==> config.mk <==
export PLATFORM = sky130hd
export DESIGN_NAME = mesh_packetizer
export DESIGN_NICKNAME = d
export VERILOG_FILES = /design/src/rtl/noc_pkg.sv /design/src/rtl/mesh_packetizer.sv
export SDC_FILE = /design/constraint.sdc
export NUM_CORES = 1
export LEC_CHECK = 0
export ABC_AREA = 1
export ABC_CLOCK_PERIOD_IN_PS = 4200
export BUFFER_PORTS_ARGS = -buffer_cell sky130_fd_sc_hd__buf_2
export CAP_MARGIN = 20
export CORE_MARGIN = 2
export CORE_UTILIZATION = 43
export CTS_BUF_LIST = sky130_fd_sc_hd__clkbuf_4
export CTS_CLUSTER_SIZE = 8
export DETAILED_ROUTE_END_ITERATION = 6
export GPL_TIMING_DRIVEN = 0
export PLACE_DENSITY = 0.66
export SKIP_LAST_GASP = 1
export SLEW_MARGIN = 20
export SYNTH_ARGS = -nofsm -noshare
export SYNTH_HDL_FRONTEND = slang
export SYNTH_SLANG_ARGS = --single-unit
==> constraint.sdc <==
create_clock -name clk_i -period 4.2 [get_ports clk_i]
set_input_delay 0.21 -clock clk_i [delete_from_list [all_inputs] [get_ports clk_i]]
set_output_delay 0.21 -clock clk_i [all_outputs]
set_load 0.01 [all_outputs]
==> src/rtl/noc_pkg.sv <==
// Shared 2D-mesh NoC constants: flit ID encoding, router port indices and
// head-flit field layout, common to the packetizer and depacketizer.
package noc_pkg;

   localparam int FLIT_ID_W = 2;

   localparam logic [FLIT_ID_W-1:0] ID_NULL = 2'b00;
   localparam logic [FLIT_ID_W-1:0] ID_HEAD = 2'b01;
   localparam logic [FLIT_ID_W-1:0] ID_BODY = 2'b10;
   localparam logic [FLIT_ID_W-1:0] ID_TAIL = 2'b11;

   localparam int PORT_TERM  = 0;
   localparam int PORT_LEFT  = 1;
   localparam int PORT_UP    = 2;
   localparam int PORT_RIGHT = 3;
   localparam int PORT_DOWN  = 4;

   // Head flit data is {zero pad, dst_row, dst_col}; the column sits in the LSBs.
   localparam int HEAD_COL_LSB = 0;

   function automatic int head_row_lsb(input int col_addr_w);
      return HEAD_COL_LSB + col_addr_w;
   endfunction

endpackage

==> src/rtl/mesh_packetizer.sv <==
// Turns one message per handshake into a wormhole packet (HEAD, BODY..., TAIL)
// for the terminal input port of a 2D-mesh XY NoC node.
module mesh_packetizer #(
   parameter int ROW_N       = 3,
   parameter int COL_M       = 3,
   parameter int CHANNEL_W   = 8,
   parameter int FLIT_ID_W   = noc_pkg::FLIT_ID_W,
   parameter int PLD_FLITS_N = 3,
   localparam int FLIT_DATA_W = CHANNEL_W - FLIT_ID_W,
   localparam int ROW_ADDR_W  = $clog2(ROW_N),
   localparam int COL_ADDR_W  = $clog2(COL_M)
) (
   input  logic                               clk_i,
   input  logic                               rst_i,
   input  logic [PLD_FLITS_N*FLIT_DATA_W-1:0] msg_data_i,
   input  logic [ROW_ADDR_W-1:0]              msg_dst_row_i,
   input  logic [COL_ADDR_W-1:0]              msg_dst_col_i,
   input  logic                               msg_vld_i,
   output logic                               msg_rdy_o,
   output logic [CHANNEL_W-1:0]               flit_data_o,
   output logic                               flit_vld_o,
   input  logic                               flit_rdy_i,
   output logic                               dst_err_o
);
   import noc_pkg::*;

   localparam int CNT_W = (PLD_FLITS_N > 1) ? $clog2(PLD_FLITS_N) : 1;
   localparam logic [CNT_W-1:0] LAST_CNT = CNT_W'(PLD_FLITS_N - 1);
   localparam int ROW_LSB = head_row_lsb(COL_ADDR_W);

   if (ROW_ADDR_W + COL_ADDR_W > FLIT_DATA_W) begin : g_err_head
      $error("mesh_packetizer: destination does not fit in head flit data");
   end
   if (PLD_FLITS_N < 1) begin : g_err_pld
      $error("mesh_packetizer: PLD_FLITS_N must be at least 1");
   end
   if (FLIT_ID_W != noc_pkg::FLIT_ID_W) begin : g_err_id
      $error("mesh_packetizer: FLIT_ID_W must match the NoC package");
   end

   typedef enum logic [1:0] {
      ST_IDLE = 2'd0,
      ST_HEAD = 2'd1,
      ST_PLD  = 2'd2
   } state_e;

   state_e                             state_r;
   logic [PLD_FLITS_N*FLIT_DATA_W-1:0] pld_r;
   logic [CNT_W-1:0]                   cnt_r;

   logic                   dst_ok_s;
   logic [FLIT_DATA_W-1:0] head_s;
   logic [CNT_W-1:0]       sel_cnt_s;
   logic [FLIT_ID_W-1:0]   sel_id_s;
   logic [FLIT_DATA_W-1:0] sel_chunk_s;

   // Destination check, head flit data and the payload flit shown after the next acceptance.
   always_comb begin
      dst_ok_s = (32'(msg_dst_row_i) < 32'(ROW_N)) && (32'(msg_dst_col_i) < 32'(COL_M));
      head_s = '0;
      head_s[HEAD_COL_LSB +: COL_ADDR_W] = msg_dst_col_i;
      head_s[ROW_LSB +: ROW_ADDR_W] = msg_dst_row_i;
      // Clamped so the chunk select never leaves the payload vector.
      if (state_r != ST_PLD || cnt_r == LAST_CNT) begin
         sel_cnt_s = '0;
      end else begin
         sel_cnt_s = cnt_r + CNT_W'(1);
      end
      if (sel_cnt_s == LAST_CNT) begin
         sel_id_s = ID_TAIL;
      end else begin
         sel_id_s = ID_BODY;
      end
      sel_chunk_s = pld_r[sel_cnt_s*FLIT_DATA_W +: FLIT_DATA_W];
   end

   // Packet FSM with registered handshake, flit and error outputs.
   always_ff @(posedge clk_i or posedge rst_i) begin
      if (rst_i) begin
         state_r     <= ST_IDLE;
         pld_r       <= '0;
         cnt_r       <= '0;
         msg_rdy_o   <= 1'b1;
         flit_vld_o  <= 1'b0;
         flit_data_o <= '0;
         dst_err_o   <= 1'b0;
      end else begin
         dst_err_o <= 1'b0;
         case (state_r)
            ST_IDLE: begin
               if (msg_vld_i) begin
                  if (dst_ok_s) begin
                     pld_r       <= msg_data_i;
                     cnt_r       <= '0;
                     state_r     <= ST_HEAD;
                     msg_rdy_o   <= 1'b0;
                     flit_vld_o  <= 1'b1;
                     flit_data_o <= {ID_HEAD, head_s};
                  end else begin
                     dst_err_o <= 1'b1;
                  end
               end
            end
            ST_HEAD: begin
               if (flit_rdy_i) begin
                  state_r     <= ST_PLD;
                  flit_data_o <= {sel_id_s, sel_chunk_s};
               end
            end
            ST_PLD: begin
               if (flit_rdy_i) begin
                  if (cnt_r == LAST_CNT) begin
                     state_r     <= ST_IDLE;
                     cnt_r       <= '0;
                     msg_rdy_o   <= 1'b1;
                     flit_vld_o  <= 1'b0;
                     flit_data_o <= '0;
                  end else begin
                     cnt_r       <= sel_cnt_s;
                     flit_data_o <= {sel_id_s, sel_chunk_s};
                  end
               end
            end
            default: begin
               state_r     <= ST_IDLE;
               cnt_r       <= '0;
               msg_rdy_o   <= 1'b1;
               flit_vld_o  <= 1'b0;
               flit_data_o <= '0;
            end
         endcase
      end
   end

endmodule

# Word level (Yosys, flattened, before mapping)
# Cells that the tools add are included.
[word_totals] output_inout_bits=11 word_cells=63 in_bits=26 register_bits=33
[classes] bitwise_logic=1 multipliers=1 muxes=32 order_cmp=2 n_eq_ne=10 shifts=1 reduce_logical=8 n_addsub=1
[op_table] cell="two-way mux 8 bit" count=5
[op_table] cell="case mux 8 bit (3 select lines)" count=1
[op_table] cell="two-way mux 2 bit" count=10
[op_table] cell="indexed part select 18 x 6 -> 6 bit" count=1
[op_table] cell="two-way mux 1 bit" count=12
[op_table] cell="inequality test 2 bit, second input constant" count=6
[op_table] cell="case mux 2 bit (3 select lines)" count=2
[op_table] cell="AND reduction 5 bit" count=2
[op_table] cell="AND reduction 4 bit" count=2
[op_table] cell="== test 2 bit, second input constant" count=3
[op_table] cell="case mux 1 bit (3 select lines)" count=2
[op_table] cell="< comparator 2 bit, second input constant" count=2
[op_table] cell="multiplier 2 x 2 -> 4 bit, second input constant" count=1
[op_table] cell="AND reduction 3 bit" count=1
[op_table] cell="adder 2 x 1 -> 2 bit, second input constant" count=1
[op_table] cell="== test 2 x 1 -> 1 bit, second input constant" count=1
[op_table] cell="logical NOT 2 bit" count=1
[op_table] cell="logical AND 1 bit" count=1
[op_table] cell="logical OR 1 bit" count=1
[op_table] cell="NOT 1 bit" count=1

# Longest topological paths before layout
# Gate-level depths: netlist of the first run.
[logic_depth] depth_word=8 depth_mapped=12 mapped_depth_nobuf=11

# Worst setup path before layout of the first run
# Ideal clock, no wire load.
[synth_timing] kind="reg2reg" from="register cnt_r[0]" to="register flit_data_o[4]" required_time_ps=4084 stages_incl_launch_ff=11 setup_time_ps=116 arrival_time_ps=1516 path_buffers=1 period_less_slack_ps=1632 setup_slack_ps=2568 path_cell_list="dfrtp_1 -> inv_1 -> ha_1 -> inv_1 -> nand3_4 -> buf_6 -> inv_1 -> o21ai_0 -> o21ai_2 -> nand2_1 -> nand2_1"
[synth_between] elab_chain_len=8 word_cells_on_any_way=10 classes_between="add/sub (1); mul (1); eq/ne (1); shift (1); mux (5); reduce/logical (1)"
[synth_rtl] element="from (decl)" line_no="mesh_packetizer.sv:49" text="logic [CNT_W-1:0] cnt_r;"
[synth_rtl] element="from (signal assigned)" line_no="mesh_packetizer.sv:119" text="cnt_r <= sel_cnt_s;"
[synth_rtl] element="branches (longest 7 deep; another with multiplier 2 x 2 -> 4 bit)"
[synth_rtl] element="case mux 8 bit (3 select lines) *" line_no="mesh_packetizer.sv:89" text="case (state_r)"
[synth_rtl] element="to (signal assigned)" line_no="mesh_packetizer.sv:98" text="flit_data_o <= {ID_HEAD, head_s};"
[synth_rtl] element="to (signal assigned)" line_no="mesh_packetizer.sv:107" text="flit_data_o <= {sel_id_s, sel_chunk_s};"
[synth_rtl] element="to (signal assigned)" line_no="mesh_packetizer.sv:120" text="flit_data_o <= {sel_id_s, sel_chunk_s};"
[synth_rtl] element="to (decl)" line_no="mesh_packetizer.sv:20" text="output logic [CHANNEL_W-1:0] flit_data_o,"
# Every way passes the cells marked *. The select of a mux whose other input is x is not followed.
# A chain may end at the register's enable or synchronous reset.

# Worst setup path in the final report of the first run
# Ends and elaborated chain as after synthesis.

==> flow_metrics.tcl, run 1 <==
set metrics [dict create \
    outcome "finished, final reports clean" \
    wirelength_mm 3.227 \
    wl_per_cell_um 11.40 \
    gp_congestion 0.8905 \
    numCtsBuffers 5 \
    final_cell_mix "65 x nand2_1, 38 x buf_2, 32 x dfrtp_1" \
    synthToLayoutAreaGrowth_pct 20.05 \
    min_path_type "input port to flop" \
    rsz0062_at_grt "no" \
    synth_top_cell_by_area "dfrtp_1" \
    nFillCells 393 \
    final-max-slew-violation-count 0 \
    hold_ws_ns 0.09280 \
    htreeDepth 2 \
    num_io_pins 37 \
    root_buffer "clkbuf_4" \
    cp.required_ns 4.44 \
    core_um2 3661 \
    route.met3.wl_um 149 \
    dpl-instance-area_um2 1882 \
    crit_buf_inv 4 \
    path_cells "inv_1 -> ha_1 -> inv_1 -> nand3_4 -> buf_6 -> inv_1 -> o21ai_0 -> o21ai_2 -> nand2_1 -> nand2_1" \
    critPathMaxFanout 10 \
    hpwlAfterDp_mm 2.391 \
    netlist.area_leader.share_pct 48.78 \
    max_freq_ghz 0.5586 \
    layout.nets 261 \
    diodes 0 \
    max_slew_margin_pct 55.28 \
    crit_path_frequent_cell "inv_1" \
    vias 1320 \
    tightest_slew_ns 0.6698 \
    drv_cap 0 \
    setup_tns_ns 0 \
    post-route-period-util_pct 42.62 \
    synth_area_leaders "dfrtp_1 49%, nand2_1 15%, mux2_2 5.5%, inv_1 4.3%, a21oi_1 3.4%" \
    yosysWarnings 0 \
    final_common_cell "nand2_1" \
    cts_tree "done" \
    antenna_found_initial 0 \
    path_delay_family "buffers and inverters" \
    drtIter0Drc 73 \
    vdd_drop_max_v 0.0003633 \
    netlist-cell-type-count 24 \
    crit_arrival_ns 2.03 \
    worst-setup-path-type "flop to flop" \
    p_leak_uw 0.001113 \
    cp_slowest_cell "dfrtp_1" \
    ant_nets 0 \
    skew_ns 0.01246 \
    dieHeight_um 65.79 \
    syn_area_um2 1642 \
    ys_ff_latch 33 \
    endpoint_kind "flop" \
    grt_pass1_vias 1339 \
    syn_nets 217 \
    setup_violations 0 \
    clk_latency_ns 0.35 \
    cts_setup_buffers 0 \
    final.min_clock_period_ns 1.790 \
    startpoint_type "flop" \
    grt_overflow_total 0 \
    cts_resized 0 \
    met1Wirelength_mm 1.528 \
    viasPerCell 4.664 \
    clock_path_buffers 2 \
    power.density_nw_per_um2 681.3 \
    drc 0 \
    cts_sinks 33 \
    grtUsageTotal_pct 17.13 \
    die-area_um2 4328 \
    wl_met2_mm 1.492 \
    start_util_pct 44.84 \
    drive_gt1_share_pct 31.06 \
    fp-row-count 22 \
    hold_viol_final 0 \
    critical_path.max_stage_delay_ns 0.39 \
    dr.pass1.iters 4 \
    grt_max_degree 34 \
    chipWidth_um 65.79 \
    top_layer "met4" \
    fin_area_um2 1971 \
    path_clk_slew_ns 0.10 \
    syn_area_per_cell_um2 8.640 \
    seq_area_frac_synth_pct 50.38 \
    io_buffers 36 \
    grt_pass1_wl_mm 5.609 \
    synthCells 190 \
]
[worst register-to-register path, stage by stage, from the launching register on]
cell and delay (ns):
dfrtp_1 0.39, inv_1 0.30, ha_1 0.22, inv_1 0.13
nand3_4 0.14, buf_6 0.14, inv_1 0.04, o21ai_0 0.18
o21ai_2 0.07, nand2_1 0.05, nand2_1 0.04
[power breakdown]
| group | internal (uW) | switching (uW) | leakage [uW] |
|---|---|---|---|
| sequential | 464 | 65.9 | 0.000393 |
| combinational | 221 | 351 | 0.000676 |
| clock | 130 | 110 | 0.0000433 |
[Yosys cell counts]
cell       n
nand3_4    2
buf_6      1
mux2_2     8
inv_4      2
buf_2      2
o21ai_2    1
nor2_1    14
nand2_4    1
o21ai_0    6
a21oi_1   11
nand4_1    4
dfrtp_1   32
nor2_8     2
nand2_2    4
ha_1       1
nand2_1   65
inv_2      3
nand3_1    5
dfstp_2    1
clkbuf_1   1
nor2_4     2
o31ai_1    1
inv_1     19
o21ai_1    2
[registers in the layout, indices dropped and copies added, names as in the netlist]
register and cells:
pld_r 18, flit_data_o 8, msg_rdy_o 1, cnt_r 2
state_r 2, flit_vld_o 1, dst_err_o 1
[layout make-up]
| type | instances | area, um2 | area share, % |
|---|---|---|---|
| repair buffers | 37 | 190.2 | 9.651 |
| clock buffers | 6 | 45.04 | 2.286 |
| well taps | 48 | 60.06 | 3.048 |
| inverters | 24 | 95.09 | 4.825 |
| flip-flops and latches | 33 | 827.0 | 41.97 |
| multi-input cells | 129 | 694.4 | 35.24 |
| clock inverters | 2 | 33.78 | 1.714 |
| plain buffers | 4 | 25.02 | 1.270 |
[kinds of logic after synthesis]
family,count (synthesis),share of synthesized area (%)
and+or+nand+nor,99,29.27
DFF,33,50.38
buffers and inverters,28,7.317
AOI/OAI and AO/OA,21,6.784
muxes,8,5.488
adders and majority gates,1,0.7621
[per-layer routing]
layer | vias to the layer above | track usage, %
li1 | 683 | -
met1 | 597 | 21.93
met2 | 33 | 27.02
met3 | 7 | 4.940
met4 | 0 | 7.292
met5 | - | 0
[worst paths after layout]
| path | to | start | slack (ns) | depth (start not counted) |
|---|---|---|---|---|
| min reg2reg | flit_data_o[5] | flit_data_o[5] | 0.49 | 2 |
| min in group asynchronous | cnt_r[1] | rst_i | 0.50 | 3 |
| max reg2reg | flit_data_o[4] | cnt_r[0] | 2.41 | 10 |
| min | pld_r[17] | msg_data_i[17] | 0.09 | 2 |
| max | flit_data_o[4] | cnt_r[0] | 2.41 | 10 |
| max in group asynchronous | pld_r[0] | rst_i | 3.26 | 3 |
[per-stage QoR]
stage	worst slack, ns	power (uW)	instances	utilization, %
after floorplan	2.568	961.7	190	-
after global placement	2.441	1102	274	51.40
after detailed placement	2.422	1116	274	51.40
after CTS	2.395	1360	283	53.83
after global routing	2.212	1470	283	53.83
final	2.410	1343	283	53.83
[what timing repair did]
| item | in CTS | in global routing |
|---|---|---|
| endpoints found under the hold margin | 32 | 0 |
| endpoints found under the setup margin | 0 | 0 |
| hold buffers | 1 | 0 |
Power figures use the tool's default switching activity.
==> run 2: changes to the inputs <==
ABC_AREA = 0   (was 1)
ABC_CLOCK_PERIOD_IN_PS = 1600   (was 4200)
PLACE_DENSITY = 0.68   (was 0.66)
clock period = 1.6 ns   (was 4.2 ns; I/O delays follow)
==> flow_metrics.tcl, run 2 <==
set metrics [dict create \
    gp_congestion 0.8310 \
    cts_sinks 33 \
    wirelength_mm 4.109 \
    min_path_type "input port to flop" \
    htreeDepth 2 \
    synthXorXnorAreaFrac_pct 0 \
    seqPwrFrac_pct 36.8 \
    synthToLayoutAreaGrowth_pct 52.79 \
    io_buffers 35 \
    dr.pass1.iters 4 \
    diodes 0 \
    root_buffer "clkbuf_4" \
    drtIter0Drc 60 \
    timing.final.ws_setup_ns -0.4658 \
    drv_cap 0 \
    hold_ws_ns 0.05954 \
    dieHeight_um 65.32 \
    violations "negative setup slack" \
    synth-simple-area-share_pct 13.08 \
    grtUsageTotal_pct 19.30 \
    ant_nets 0 \
    synth_fa_ha_area_share_pct 0.7740 \
    layout.nets 253 \
    chipWidth_um 65.32 \
    crit_path_frequent_cell "a2111oi_2" \
    drc 0 \
    nFillCells 273 \
    clock_path_buffers 2 \
    tightest_slew_ns 0.6673 \
    numCtsBuffers 5 \
    seq_area_frac_synth_pct 51.16 \
    die-area_um2 4266 \
    critical_path.max_stage_delay_ns 0.46 \
    setup_violations 7 \
    p_leak_uw 0.001097 \
    synthArstFlopShare_pct 100.0 \
    multi_input_area_um2 910.9 \
    cp.required_ns 1.82 \
    path_clk_slew_ns 0.11 \
    rsz0062_at_grt "yes" \
    fp-row-count 22 \
    wl_per_cell_um 14.94 \
    drive_gt1_share_pct 50.66 \
    power.density_nw_per_um2 1704 \
    synth-main-ff-cell "dfrtp_1" \
    critPathMaxFanout 8 \
    reg.largest.list "pld_r (18), flit_data_o (8)" \
    synth_top_cell_by_area "dfrtp_1" \
    final.min_clock_period_ns 2.066 \
    post-route-period-util_pct 129.1 \
    cp_slowest_cell "a21oi_2" \
    max_freq_ghz 0.4841 \
    hpwlAfterDp_mm 2.498 \
    largest_reg_flops 18 \
    p_int_uw 2489 \
    outcome "finished, violations left" \
    grt_pass1_vias 1340 \
    synth_mux_area_share_pct 13.85 \
    crit_arrival_ns 2.28 \
    ys_ff_latch 33 \
    pre_cts_slack_ns -0.6233 \
    worst-setup-path-type "flop to flop" \
    synth_top_family_by_area "compound AO/OA/AOI/OAI gates" \
    power.total_uw 4209 \
    netlist-cell-type-count 33 \
    switching_share_pct 40.87 \
    syn_area_um2 1617 \
    skew_ns 0.008590 \
    syn_area_per_cell_um2 11.00 \
    clk_latency_ns 0.35 \
    core_um2 3633 \
    grt_max_degree 34 \
    final-max-slew-violation-count 0 \
    cts_tree "done" \
    syn_nets 174 \
    largest_register "pld_r" \
    antenna_found_initial 0 \
    num_io_pins 37 \
    dpl-instance-area_um2 1871 \
    hold_viol_final 0 \
    synth.most_common_cell "dfrtp_1" \
    path_cells "inv_4 -> ha_4 -> clkbuf_2 -> a21oi_2 -> a21oi_4 -> a2111oi_2 -> a2111oi_2" \
    viasPerCell 5.262 \
    synth_area_leaders "dfrtp_1 50%, mux2_2 13%, o21ai_0 3.7%, nand2_1 3.3%, a2111oi_0 3.3%" \
    vias 1447 \
    synthCells 147 \
    power.share.clock_pct 11.2 \
    synthTopCellsByCount "32 x dfrtp_1, 19 x mux2_2, 14 x nand2_1" \
    final-seq-area_um2 829.5 \
    netlist.area_leader.share_pct 49.54 \
    fin_util_pct 67.98 \
    p_sw_uw 1720 \
    final_cell_mix "37 x buf_2, 30 x dfrtp_1, 20 x dlygate4sd3_1" \
    grt_pass1_wl_mm 6.210 \
    yosysWarnings 0 \
    startpoint_type "flop" \
    synth_edf_count 0 \
    synth_compound_area_share_pct 17.88 \
    max_slew_margin_pct 55.45 \
    fin_area_um2 2470 \
    vdd_drop_max_v 0.0007699 \
    pwr-share-comb_pct 52.0 \
    start_util_pct 44.49 \
    endpoint_kind "flop" \
    final_common_cell "buf_2" \
    grt_overflow_total 0 \
]
-- run 2: cell count changes in the layout (fill, tap and decap cells not counted), moves of 9 or more --
| cell | delta |
|---|---|
| nand2_1 | -53 |
| mux2_2 | +11 |
| buf_4 | +9 |
| a21oi_1 | -10 |
| inv_1 | -15 |
| dlygate4sd3_1 | +19 |
-- run 2: logic make-up (layout without fill, tap and decap cells) --
group | after synthesis | after routing
buffers and inverters | 12 | 92
and+or+nand+nor | 38 | 38
DFF | 33 | 33
AOI/OAI and AO/OA | 43 | 43
muxes | 20 | 20
adders and majority gates | 1 | 1
-- run 2: path summary, 6_finish.rpt --
| path | start | end | slack, ns | cells after the start |
|---|---|---|---|---|
| setup / recovery | cnt_r[0] | flit_data_o[0] | -0.47 | 7 |
| hold / removal | msg_dst_col_i[0] | dst_err_o | 0.06 | 3 |
| setup reg to reg | cnt_r[0] | flit_data_o[0] | -0.47 | 7 |
| hold reg to reg | msg_rdy_o | msg_rdy_o | 0.48 | 2 |
| max in group asynchronous | rst_i | cnt_r[0] | 0.76 | 3 |
| min in group asynchronous | rst_i | pld_r[7] | 0.37 | 3 |
-- run 2: final cells by class --
class,count,area share [%]
Inverter,5,0.8612
Clock inverter,3,0.7092
Multi-Input combinational cell,102,36.88
Sequential cell,33,33.59
Timing Repair Buffer,73,22.75
Buffer,6,1.266
Tap cell,48,2.432
Clock buffer,5,1.520
-- run 2: timing repair --
item | 4_1_cts | 5_1_grt
pin swaps | 6 | 10
hold buffers | 20 | 0
setup buffers | 7 | 11
setup endpoints to repair | 27 | 26
hold endpoints to repair | 51 | 0
resized for setup | 28 | 24
-- run 2: per-stage QoR --
step,TNS (ns),instances
3_3_place_gp,-5.770,230
6_report,-2.327,275
2_1_floorplan,-1.323,147
4_1_cts,-2.187,265
3_5_place_dp,-7.090,230
5_1_grt,-2.803,275
-- run 2: power groups by stage --
| stage | sequential (uW) | clock (uW) | combinational, uW |
|---|---|---|---|
| after floorplan | 1500 | 0 | 1080 |
| after global placement | 1490 | 0 | 1460 |
| after detailed placement | 1510 | 0 | 1520 |
| after CTS | 1520 | 474 | 1860 |
| after global routing | 1590 | 525 | 2370 |
| final | 1550 | 473 | 2190 |
-- run 2: critical path, delay by kind of cell (launching register included) --
family	cells	cell delay, ns
buf+inv	2	0.26
flops	1	0.45
compound gates	4	1.05
fa+ha+maj	1	0.18
-- run 2: metal layers --
layer | up-vias | share of wire (%) | global-route usage (%)
met3 | 10 | 4.1 | 5.479
met4 | 0 | 2.1 | 7.813
met1 | 703 | 44 | 24.13
met2 | 41 | 49 | 31.51
met5 | - | 0 | 0
li1 | 693 | - | -
